==> config.mk <==
export PLATFORM = sky130hd
export DESIGN_NAME = inst_encoder
export DESIGN_NICKNAME = d
export VERILOG_FILES = /design/src/rtl/riscv_enc_pkg.sv /design/src/rtl/inst_encoder_imm_pack.sv /design/src/rtl/inst_encoder.sv
export SDC_FILE = /design/constraint.sdc
export NUM_CORES = 1
export LEC_CHECK = 0
export ABC_AREA = 1
export CAP_MARGIN = 20
export CORE_MARGIN = 3
export CORE_UTILIZATION = 25
export DETAILED_ROUTE_END_ITERATION = 10
export HOLD_SLACK_MARGIN = 0.05
export SYNTH_ARGS = -nofsm -noshare
export SYNTH_HDL_FRONTEND = slang
export SYNTH_HIERARCHICAL = 1
export SYNTH_SLANG_ARGS = --single-unit
export TNS_END_PERCENT = 1
==> constraint.sdc <==
create_clock -name clk -period 4.11 [get_ports clk]
set_clock_uncertainty 0.2 [all_clocks]
set_input_delay 0.6165 -clock clk [delete_from_list [all_inputs] [get_ports clk]]
set_output_delay 0.6165 -clock clk [all_outputs]
set_load 0.02 [all_outputs]
==> src/rtl/riscv_enc_pkg.sv <==
// Shared constants for the RV32I instruction encoder: format codes, opcodes,
// immediate range limits and the FSM state type.
package riscv_enc_pkg;

  // Instruction format codes as presented on the fmt input
  localparam logic [2:0] FMT_R  = 3'd0;
  localparam logic [2:0] FMT_I  = 3'd1;
  localparam logic [2:0] FMT_S  = 3'd2;
  localparam logic [2:0] FMT_SB = 3'd3;
  localparam logic [2:0] FMT_U  = 3'd4;
  localparam logic [2:0] FMT_UJ = 3'd5;

  // Canonical nop (addi x0,x0,0), emitted for illegal formats
  localparam logic [31:0] NOP_INST = 32'h0000_0013;

  // Base opcodes
  localparam logic [6:0] OP_R    = 7'h33;
  localparam logic [6:0] OP_I    = 7'h13;
  localparam logic [6:0] OP_LOAD = 7'h03;
  localparam logic [6:0] OP_S    = 7'h23;
  localparam logic [6:0] OP_SB   = 7'h63;
  localparam logic [6:0] OP_LUI  = 7'h37;
  localparam logic [6:0] OP_JAL  = 7'h6F;

  // Representable immediate ranges (signed byte values)
  localparam int IMM12_MIN = -2048;
  localparam int IMM12_MAX = 2047;
  localparam int IMM13_MIN = -4096;
  localparam int IMM13_MAX = 4094;
  localparam int IMM21_MIN = -(1 << 20);
  localparam int IMM21_MAX = (1 << 20) - 2;

  // Output register occupancy
  typedef enum logic {
    ST_EMPTY = 1'b0,
    ST_FULL  = 1'b1
  } enc_state_e;

  // True for the six defined formats
  function automatic logic fmt_legal(input logic [2:0] f);
    return (f <= FMT_UJ);
  endfunction

endpackage

==> src/rtl/inst_encoder_imm_pack.sv <==
// imm_pack: scatters a 32-bit immediate into the instruction-word bit
// positions used by its format and flags immediates the format cannot hold.
// Illegal formats produce an all-zero field and a violation.
module imm_pack
  import riscv_enc_pkg::*;
(
  input  logic [2:0]  fmt,
  input  logic [31:0] imm,
  output logic [31:0] imm_field,
  output logic        range_viol
);

  logic signed [31:0] simm;
  assign simm = imm;

  // Per-format scatter and range check
  always_comb begin
    imm_field  = '0;
    range_viol = 1'b0;
    case (fmt)
      FMT_R: begin
        imm_field  = '0;
        range_viol = 1'b0;
      end
      FMT_I: begin
        imm_field  = {imm[11:0], 20'b0};
        range_viol = (simm < IMM12_MIN) || (simm > IMM12_MAX);
      end
      FMT_S: begin
        imm_field  = {imm[11:5], 13'b0, imm[4:0], 7'b0};
        range_viol = (simm < IMM12_MIN) || (simm > IMM12_MAX);
      end
      FMT_SB: begin
        imm_field  = {imm[12], imm[10:5], 13'b0, imm[4:1], imm[11], 7'b0};
        range_viol = (simm < IMM13_MIN) || (simm > IMM13_MAX) || imm[0];
      end
      FMT_U: begin
        imm_field  = {imm[31:12], 12'b0};
        range_viol = (imm[11:0] != 12'b0);
      end
      FMT_UJ: begin
        imm_field  = {imm[20], imm[10:1], imm[11], imm[19:12], 12'b0};
        range_viol = (simm < IMM21_MIN) || (simm > IMM21_MAX) || imm[0];
      end
      default: begin
        imm_field  = '0;
        range_viol = 1'b1;
      end
    endcase
  end

endmodule

==> src/rtl/inst_encoder.sv <==
// inst_encoder: packs decoded RV32I fields into an instruction word and
// streams it out through a one-entry output register with a byte address.
// Handshake: a transfer happens on a rising edge where valid and ready are
// both high; valid never depends on ready, and a held word stays stable
// until it is taken. in_ready is high when the register is empty or is
// being drained in the same cycle, which gives one word per cycle.
// Optional macro INST_ENCODER_ROUNDTRIP_EN adds an immediate extractor that
// re-decodes the held word and raises sticky rt_mismatch on disagreement.
module inst_encoder
  import riscv_enc_pkg::*;
#(
  parameter int ADDR_W     = 10,
  parameter int START_ADDR = 0
) (
  input  logic              clk,
  input  logic              rst,
  input  logic              in_valid,
  output logic              in_ready,
  input  logic [2:0]        fmt,
  input  logic [6:0]        opcode,
  input  logic [4:0]        rd,
  input  logic [4:0]        rs1,
  input  logic [4:0]        rs2,
  input  logic [2:0]        funct3,
  input  logic [6:0]        funct7,
  input  logic [31:0]       imm,
  output logic              out_valid,
  input  logic              out_ready,
  output logic [31:0]       out_inst,
  output logic [ADDR_W-1:0] out_addr,
  output logic              range_err,
  output logic [ADDR_W-1:0] err_addr,
  output logic              rt_mismatch
);

  localparam logic [ADDR_W-1:0] ADDR_STEP  = ADDR_W'(4);
  localparam logic [ADDR_W-1:0] ADDR_RESET = ADDR_W'(START_ADDR);

  enc_state_e        state_q, state_d;
  logic [31:0]       out_inst_q, out_inst_d;
  logic [ADDR_W-1:0] out_addr_q, out_addr_d;
  logic              range_err_q, range_err_d;
  logic [ADDR_W-1:0] err_addr_q, err_addr_d;

  logic [31:0] imm_field;
  logic        range_viol;
  logic [31:0] enc_word;
  logic        in_hs;
  logic        out_hs;

  imm_pack u_imm_pack (
    .fmt        (fmt),
    .imm        (imm),
    .imm_field  (imm_field),
    .range_viol (range_viol)
  );

  // Merge register/opcode fields with the scattered immediate
  always_comb begin
    enc_word = NOP_INST;
    case (fmt)
      FMT_R:          enc_word = {funct7, rs2, rs1, funct3, rd, opcode};
      FMT_I:          enc_word = imm_field | {12'b0, rs1, funct3, rd, opcode};
      FMT_S, FMT_SB:  enc_word = imm_field | {7'b0, rs2, rs1, funct3, 5'b0, opcode};
      FMT_U, FMT_UJ:  enc_word = imm_field | {20'b0, rd, opcode};
      default:        enc_word = NOP_INST;
    endcase
  end

  // Handshakes, next state, address counter and sticky error capture
  always_comb begin
    state_d     = state_q;
    out_inst_d  = out_inst_q;
    out_addr_d  = out_addr_q;
    range_err_d = range_err_q;
    err_addr_d  = err_addr_q;

    out_valid = (state_q == ST_FULL);
    in_ready  = (state_q == ST_EMPTY) | out_ready;
    out_hs    = out_valid & out_ready;
    in_hs     = in_valid & in_ready;

    if (out_hs) begin
      out_addr_d = out_addr_q + ADDR_STEP;
      state_d    = ST_EMPTY;
    end
    if (in_hs) begin
      state_d    = ST_FULL;
      out_inst_d = enc_word;
      // out_addr_d is already the address the new word will carry
      if (range_viol && !range_err_q) begin
        range_err_d = 1'b1;
        err_addr_d  = out_addr_d;
      end
    end
  end

  // State and datapath registers
  always_ff @(posedge clk) begin
    if (rst) begin
      state_q     <= ST_EMPTY;
      out_inst_q  <= '0;
      out_addr_q  <= ADDR_RESET;
      range_err_q <= 1'b0;
      err_addr_q  <= '0;
    end else begin
      state_q     <= state_d;
      out_inst_q  <= out_inst_d;
      out_addr_q  <= out_addr_d;
      range_err_q <= range_err_d;
      err_addr_q  <= err_addr_d;
    end
  end

  assign out_inst  = out_inst_q;
  assign out_addr  = out_addr_q;
  assign range_err = range_err_q;
  assign err_addr  = err_addr_q;

`ifdef INST_ENCODER_ROUNDTRIP_EN
  logic [2:0]  rt_fmt_q, rt_fmt_d;
  logic [31:0] rt_imm_q, rt_imm_d;
  logic        rt_werr_q, rt_werr_d;
  logic        rt_mismatch_q, rt_mismatch_d;
  logic [31:0] ext_imm;
  logic        ext_check;

  // Decode the immediate back out of the held word by its format
  always_comb begin
    ext_imm   = '0;
    ext_check = 1'b1;
    case (rt_fmt_q)
      FMT_I:  ext_imm = {{20{out_inst_q[31]}}, out_inst_q[31:20]};
      FMT_S:  ext_imm = {{20{out_inst_q[31]}}, out_inst_q[31:25], out_inst_q[11:7]};
      FMT_SB: ext_imm = {{19{out_inst_q[31]}}, out_inst_q[31], out_inst_q[7],
                         out_inst_q[30:25], out_inst_q[11:8], 1'b0};
      FMT_U:  ext_imm = {out_inst_q[31:12], 12'b0};
      FMT_UJ: ext_imm = {{11{out_inst_q[31]}}, out_inst_q[31], out_inst_q[19:12],
                         out_inst_q[20], out_inst_q[30:21], 1'b0};
      default: ext_check = 1'b0;
    endcase
  end

  // Track the held word's source fields and accumulate mismatches
  always_comb begin
    rt_fmt_d      = rt_fmt_q;
    rt_imm_d      = rt_imm_q;
    rt_werr_d     = rt_werr_q;
    rt_mismatch_d = rt_mismatch_q;
    if ((state_q == ST_FULL) && ext_check && !rt_werr_q && (ext_imm != rt_imm_q)) begin
      rt_mismatch_d = 1'b1;
    end
    if (in_hs) begin
      rt_fmt_d  = fmt;
      rt_imm_d  = imm;
      rt_werr_d = range_viol;
    end
  end

  // Round-trip registers
  always_ff @(posedge clk) begin
    if (rst) begin
      rt_fmt_q      <= FMT_R;
      rt_imm_q      <= '0;
      rt_werr_q     <= 1'b0;
      rt_mismatch_q <= 1'b0;
    end else begin
      rt_fmt_q      <= rt_fmt_d;
      rt_imm_q      <= rt_imm_d;
      rt_werr_q     <= rt_werr_d;
      rt_mismatch_q <= rt_mismatch_d;
    end
  end

  assign rt_mismatch = rt_mismatch_q;
`else
  assign rt_mismatch = 1'b0;
`endif

endmodule

Yosys cells after proc, flatten, opt, wreduce, memory -nomap -nowiden

Cells that the tools add are included.
Widths: inputs -> output; s select.

Magnitude comparators: 6
Add/sub/neg operators: 1
Multiplexer cells: 6
Bitwise logic cells: 7
Equal/unequal tests: 5
Reduce and logical (&&, ||, !) cells: 14

Operators with widths:

| kind                  | number |
|---|---|
| $pmux 32 s5           | 1 |
| $pmux 32 s4           | 1 |
| $gt 32x12->1 const B  | 1 |
| $gt 32x13->1 const B  | 1 |
| $gt 32x21->1 const B  | 1 |
| $lt 32x12->1 const B  | 1 |
| $lt 32x13->1 const B  | 1 |
| $lt 32x21->1 const B  | 1 |
| $or 32x12->32         | 1 |
| $or 32x20->32         | 1 |
| $or 32x25->32         | 1 |
| $reduce_bool 12->1    | 1 |
| $add 10x3->10 const B | 1 |
| $mux 10               | 1 |
| $eq 3x2->1 const B    | 2 |
| $eq 3x3->1 const B    | 2 |
| $reduce_or 2->1       | 3 |
| $logic_or 1x1->1      | 5 |
| $pmux 1 s5            | 1 |
| $eq 3x1->1 const B    | 1 |
| $logic_not 3->1       | 1 |
| $and 1x1->1           | 2 |
| $mux 1                | 2 |
| $reduce_and 2->1      | 1 |
| other kinds (5)       | 5 |

Logic and storage cells: 44
Input bits: 71
Flip-flop bits (word level): 54

Depth between registers and ports, before layout

Depth in word-level cells: 6
Gate-level depth with buffers: 16
Gate-level depth less buffers: 16

By module

The synthesis kept the hierarchy.

By module, submodules not included:

| module       | area each (sq um) | cells each | times used |
|---|---|---|---|
| inst_encoder | 2517.4            | 396        | 1 |
| imm_pack     | 880.8             | 193        | 1 |

Least setup slack after synthesis

OpenSTA, ideal clock, no wires.

Path type: in2reg
Start: input fmt[2]
End: register err_addr_q[6], in the netlist err_addr[6]
Arrival time: 1.897 ns
Setup slack: 1.904 ns
Stages on the path: 14
Data required time: 3.801 ns
Cells stage by stage: inv_2 nor2_4 nand2_1 nor2_1 nand3_1 nand3_1 nand2_1 nand2_1 nand2_1 nor2_2 buf_2 nand3_1 nand2_1 inv_1

Cells in the longest elaborated chain, start to end: 5

Ends and longest elaborated chain:

| item                                            | RTL line                    | RTL |
|---|---|---|
| from (decl)                                     | inst_encoder.sv:19          | `input logic [2:0] fmt,` |
| $eq 3x1->1 / $eq 3x2->1 (equally long branches) | inst_encoder_imm_pack.sv:20 | `case (fmt)` |
| $reduce_or 2->1 (no line)                       | --                          |  |
| $pmux 1 s5 (*)                                  | inst_encoder_imm_pack.sv:20 |  |
| net range_viol                                  | inst_encoder.sv:46          | `logic range_viol;` |
| $logic_and 1x1->1 (*)                           | inst_encoder.sv:91          | `if (range_viol && !range_err_q) begin` |
| $reduce_and 2->1 (no line) (*)                  | --                          |  |
| to (signal assigned)                            | inst_encoder.sv:111         | `err_addr_q <= err_addr_d;` |
| to (decl)                                       | inst_encoder.sv:43          | `logic [ADDR_W-1:0] err_addr_q, err_addr_d;` |

Mark *: on every way through the listed nets, which the timed path passes. The rest lies on a longest branch.
A chain may end at the register's enable or synchronous reset.

Final worst setup path

Start: input fmt[0]
End: register err_addr_q[4], in the netlist err_addr[4]

Same word-level chain as after synthesis.

==> flow_metrics.py <==
metrics = {
    "clocking": {
        "cts.hold.buffers_added": 0,
        "max-clock-path-buffers": 2,
        "clk_pin_slew_worst_paths_ns": 0.07,
        "cts-buffers-inserted": 5,
        "postCtsSetupBuffers": 0,
        "cts.sinks": 50,
        "clkLatencyLatePin_ns": 0.29,
        "ctsResizeCount": 0,
        "cts_tree": "yes",
        "htree_levels": 2,
        "clockRootBuffer": "clkbuf_16",
    },
    "sta": {
        "fin_crit_ns": 3.143,
        "hold_viol": 0,
        "max_slew_margin_pct": 51.70,
        "hold_slack_ns": 0.2644,
        "fin_setup_tns_ns": 0,
        "setup_violations": 0,
        "tightestPinTransition_ns": 0.7200,
        "rsz0062_at_grt": "false",
        "slew_viol_final": 0,
        "max_freq_mhz": 318.2,
        "post-route-period-util_pct": 76.47,
    },
    "routing": {
        "met3_length_um": 645,
        "wl_met1_um": 5313,
        "top_layer": "met4",
        "via_per_inst": 4.486,
        "wl_um": 11700,
        "vias": 3907,
        "drc_errors": 0,
        "wl_met2_um": 5658,
        "first_iter_violations": 221,
        "dr.pass1.iters": 4,
        "wire_per_inst_um": 13.43,
        "drtAntennaViolNets": 0,
    },
    "critical_path": {
        "arrival_ns": 3.13,
        "path_class": "input port to flop",
        "crit_fanout": 16,
        "cp_slowest_stage_delay_ns": 0.81,
        "cp_num_buf_inv": 3,
        "reg2regPathDepth": 6,
        "start_kind": "input port",
        "worst-path-stages": 14,
        "cpMaxStageDelayCell": "clkdlybuf4s50_1",
        "cp-startpoint": "fmt[0]",
        "endpoint_kind": "flop",
        "crit_required_ns": 4.09,
        "regToRegSetupSlack_ns": 1.79,
        "cp-endpoint": "err_addr[4]",
        "critPathTopFamily": "simple AND/OR/NAND/NOR gates",
        "worstReg2RegEnd": "out_inst[13]",
        "cp_common_cell": "nand2_1",
        "r2r-start": "out_valid",
        "crit_chain": "clkdlybuf4s50_1 -> inv_1 -> nor2_2 -> nand2_1 -> nand2_1 -> nand2_1 -> nor2_1 -> nor2_1 -> nand2_1 -> nand2_1 -> nor2_2 -> inv_1 -> nor2_1 -> nor2_1",
    },
    "cells_and_area": {
        "drive_gt1_share_pct": 4.292,
        "antennaDiodeCount": 0,
        "nNetsFinal": 772,
        "area_growth_pct": 43.26,
    },
    "grt": {
        "overflow": 0,
        "grt_max_degree": 44,
        "grt_pass1_vias": 3729,
        "track_usage_pct": 15.53,
        "grt_pass1_wl_um": 18680,
        "antenna_found_initial": 0,
    },
    "floorplan": {
        "fp-row-count": 41,
        "die_area_um2": 15030,
        "ioPinCount": 127,
        "initial_utilization_pct": 26.29,
        "die_width_um": 122.6,
        "die_h_um": 122.6,
        "core_um2": 12930,
    },
    "synth": {
        "syn_area_um2": 3398,
        "yosys.area.top_type": "dfxtp_1",
        "ys_seq_elements": 50,
        "postSynthAreaPerCell_um2": 5.770,
        "synth_area_leaders": "dfxtp_1, nand2_1, nand3_1, nor2_1, a21oi_1",
        "synthCells": 589,
        "ys_seq_area_share_pct": 29.46,
        "synth_top_cell_area_share_pct": 29.46,
        "yosys_warnings": 6,
        "yosysUniqueCellTypes": 32,
    },
    "worst_hold_path": {
        "hp-class": "flop to flop",
    },
    "run_status": {
        "outcome": "finished, final reports clean",
    },
    "placement": {
        "place_congestion": 0.9218,
        "io_buffers": 121,
        "hpwl_um": 9187,
    },
    "power": {
        "power.density_nw_per_um2": 281.3,
        "ir_drop_mv": 0.1716,
        "leakage_nw": 2.132,
    },
    "run": {
        "cap_violations": 0,
    },
}
-- area by class of cell --
cell class                      instances  area (um2)
Inverter                               61       229.0
Fill cell                            1450        8059
Timing Repair Buffer                  126        1249
Multi-Input combinational cell        455        2006
Clock buffer                            6       138.9
Tap cell                              172       215.2
Sequential cell                        50        1001
Clock inverter                          1       30.03
-- per-stage QoR --
stage	cells	area [um2]	total power, mW	utilization, %	worst slack, ns
after detailed placement	864	4700	0.9045	36.35	0.6874
final	871	4868	1.370	37.66	0.9671
after global placement	864	4700	0.9049	36.35	0.7386
after CTS	871	4868	1.389	37.66	0.9885
after global routing	871	4868	1.445	37.66	0.6318
after floorplan	599	3436	0.7349	-	1.904
-- worst min-delay path by stage --
stage | start | cells past startpoint | end
after floorplan | out_inst[10] | 2 | out_inst[10]
after global placement | out_inst[16] | 2 | out_inst[16]
after detailed placement | out_inst[11] | 2 | out_inst[11]
after CTS | out_inst[11] | 2 | out_inst[11]
after global routing | out_inst[18] | 2 | out_inst[18]
final | out_inst[11] | 2 | out_inst[11]
-- cell usage in the layout (no fill, tap or decap), types with 2 or more instances in the layout --
master             n
nand2_1          203
clkdlybuf4s50_1  121
nor2_1            78
nand3_1           59
inv_1             55
dfxtp_1           50
a21oi_1           47
o21ai_0           28
conb_1            12
inv_2              5
clkbuf_16          5
buf_4              5
nand2_2            3
nor2_2             3
a31oi_1            3
nor2_4             2
xor2_1             2
ha_1               2
nor3_2             2
-- layer usage --
metal  track usage, %  vias to the layer above
met2            27.07                      108
met4            2.799                        0
li1                 -                     2061
met1            20.14                     1731
met3            2.949                        7
met5                0                        -
-- logic make-up after synthesis --
kind of cell / after synthesis / synth area share (%)
other: 2 / 0.2210
AO/OA/AOI/OAI: 84 / 13.33
XOR/XNOR: 3 / 0.7733
adder cells (fa/ha/maj): 2 / 0.7363
flip-flops: 50 / 29.46
AND/OR/NAND/NOR: 354 / 42.86
buffers and inverters: 94 / 12.63
-- worst min-delay path, stage by stage (launching register included) --
cell,delay (ns)
dfxtp_1,0.31
nand2_1,0.06
a21oi_1,0.05
-- power by group --
group	switching, mW	total (mW)	internal [mW]	leakage [nW]
combinational	0.206	0.365	0.159	1.64
sequential	0.0158	0.528	0.512	0.408
clock	0.176	0.477	0.301	0.0829
-- cell usage after synthesis --
cell type and count:
nor2_1 78, o32ai_1 1, inv_2 5, a211oi_1 1, o21ai_2 1, buf_4 14
clkinv_1 1, buf_2 7, nor3_2 2, nor2_4 2, nand2_2 3, a31oi_2 1
ha_1 2, a31oi_1 3, nor4_1 1, xor2_1 2, nand3b_1 1, inv_1 55
nand4_1 1, buf_6 2, o22ai_2 1, a21oi_1 47, o21ai_0 28, nor2_2 3
dfxtp_1 50, and2_1 1, nand2_1 203, a221oi_1 1, nand3_1 59, xnor2_1 1
clkbuf_1 10, conb_1 2
-- flip-flops by register name (all words and copies together), names as in the netlist --
| signal | count |
|---|---|
| err_addr | 8 |
| out_addr | 8 |
| out_inst | 32 |
| out_valid | 1 |
| range_err | 1 |
Note: power is estimated with default switching activity, not from simulation.
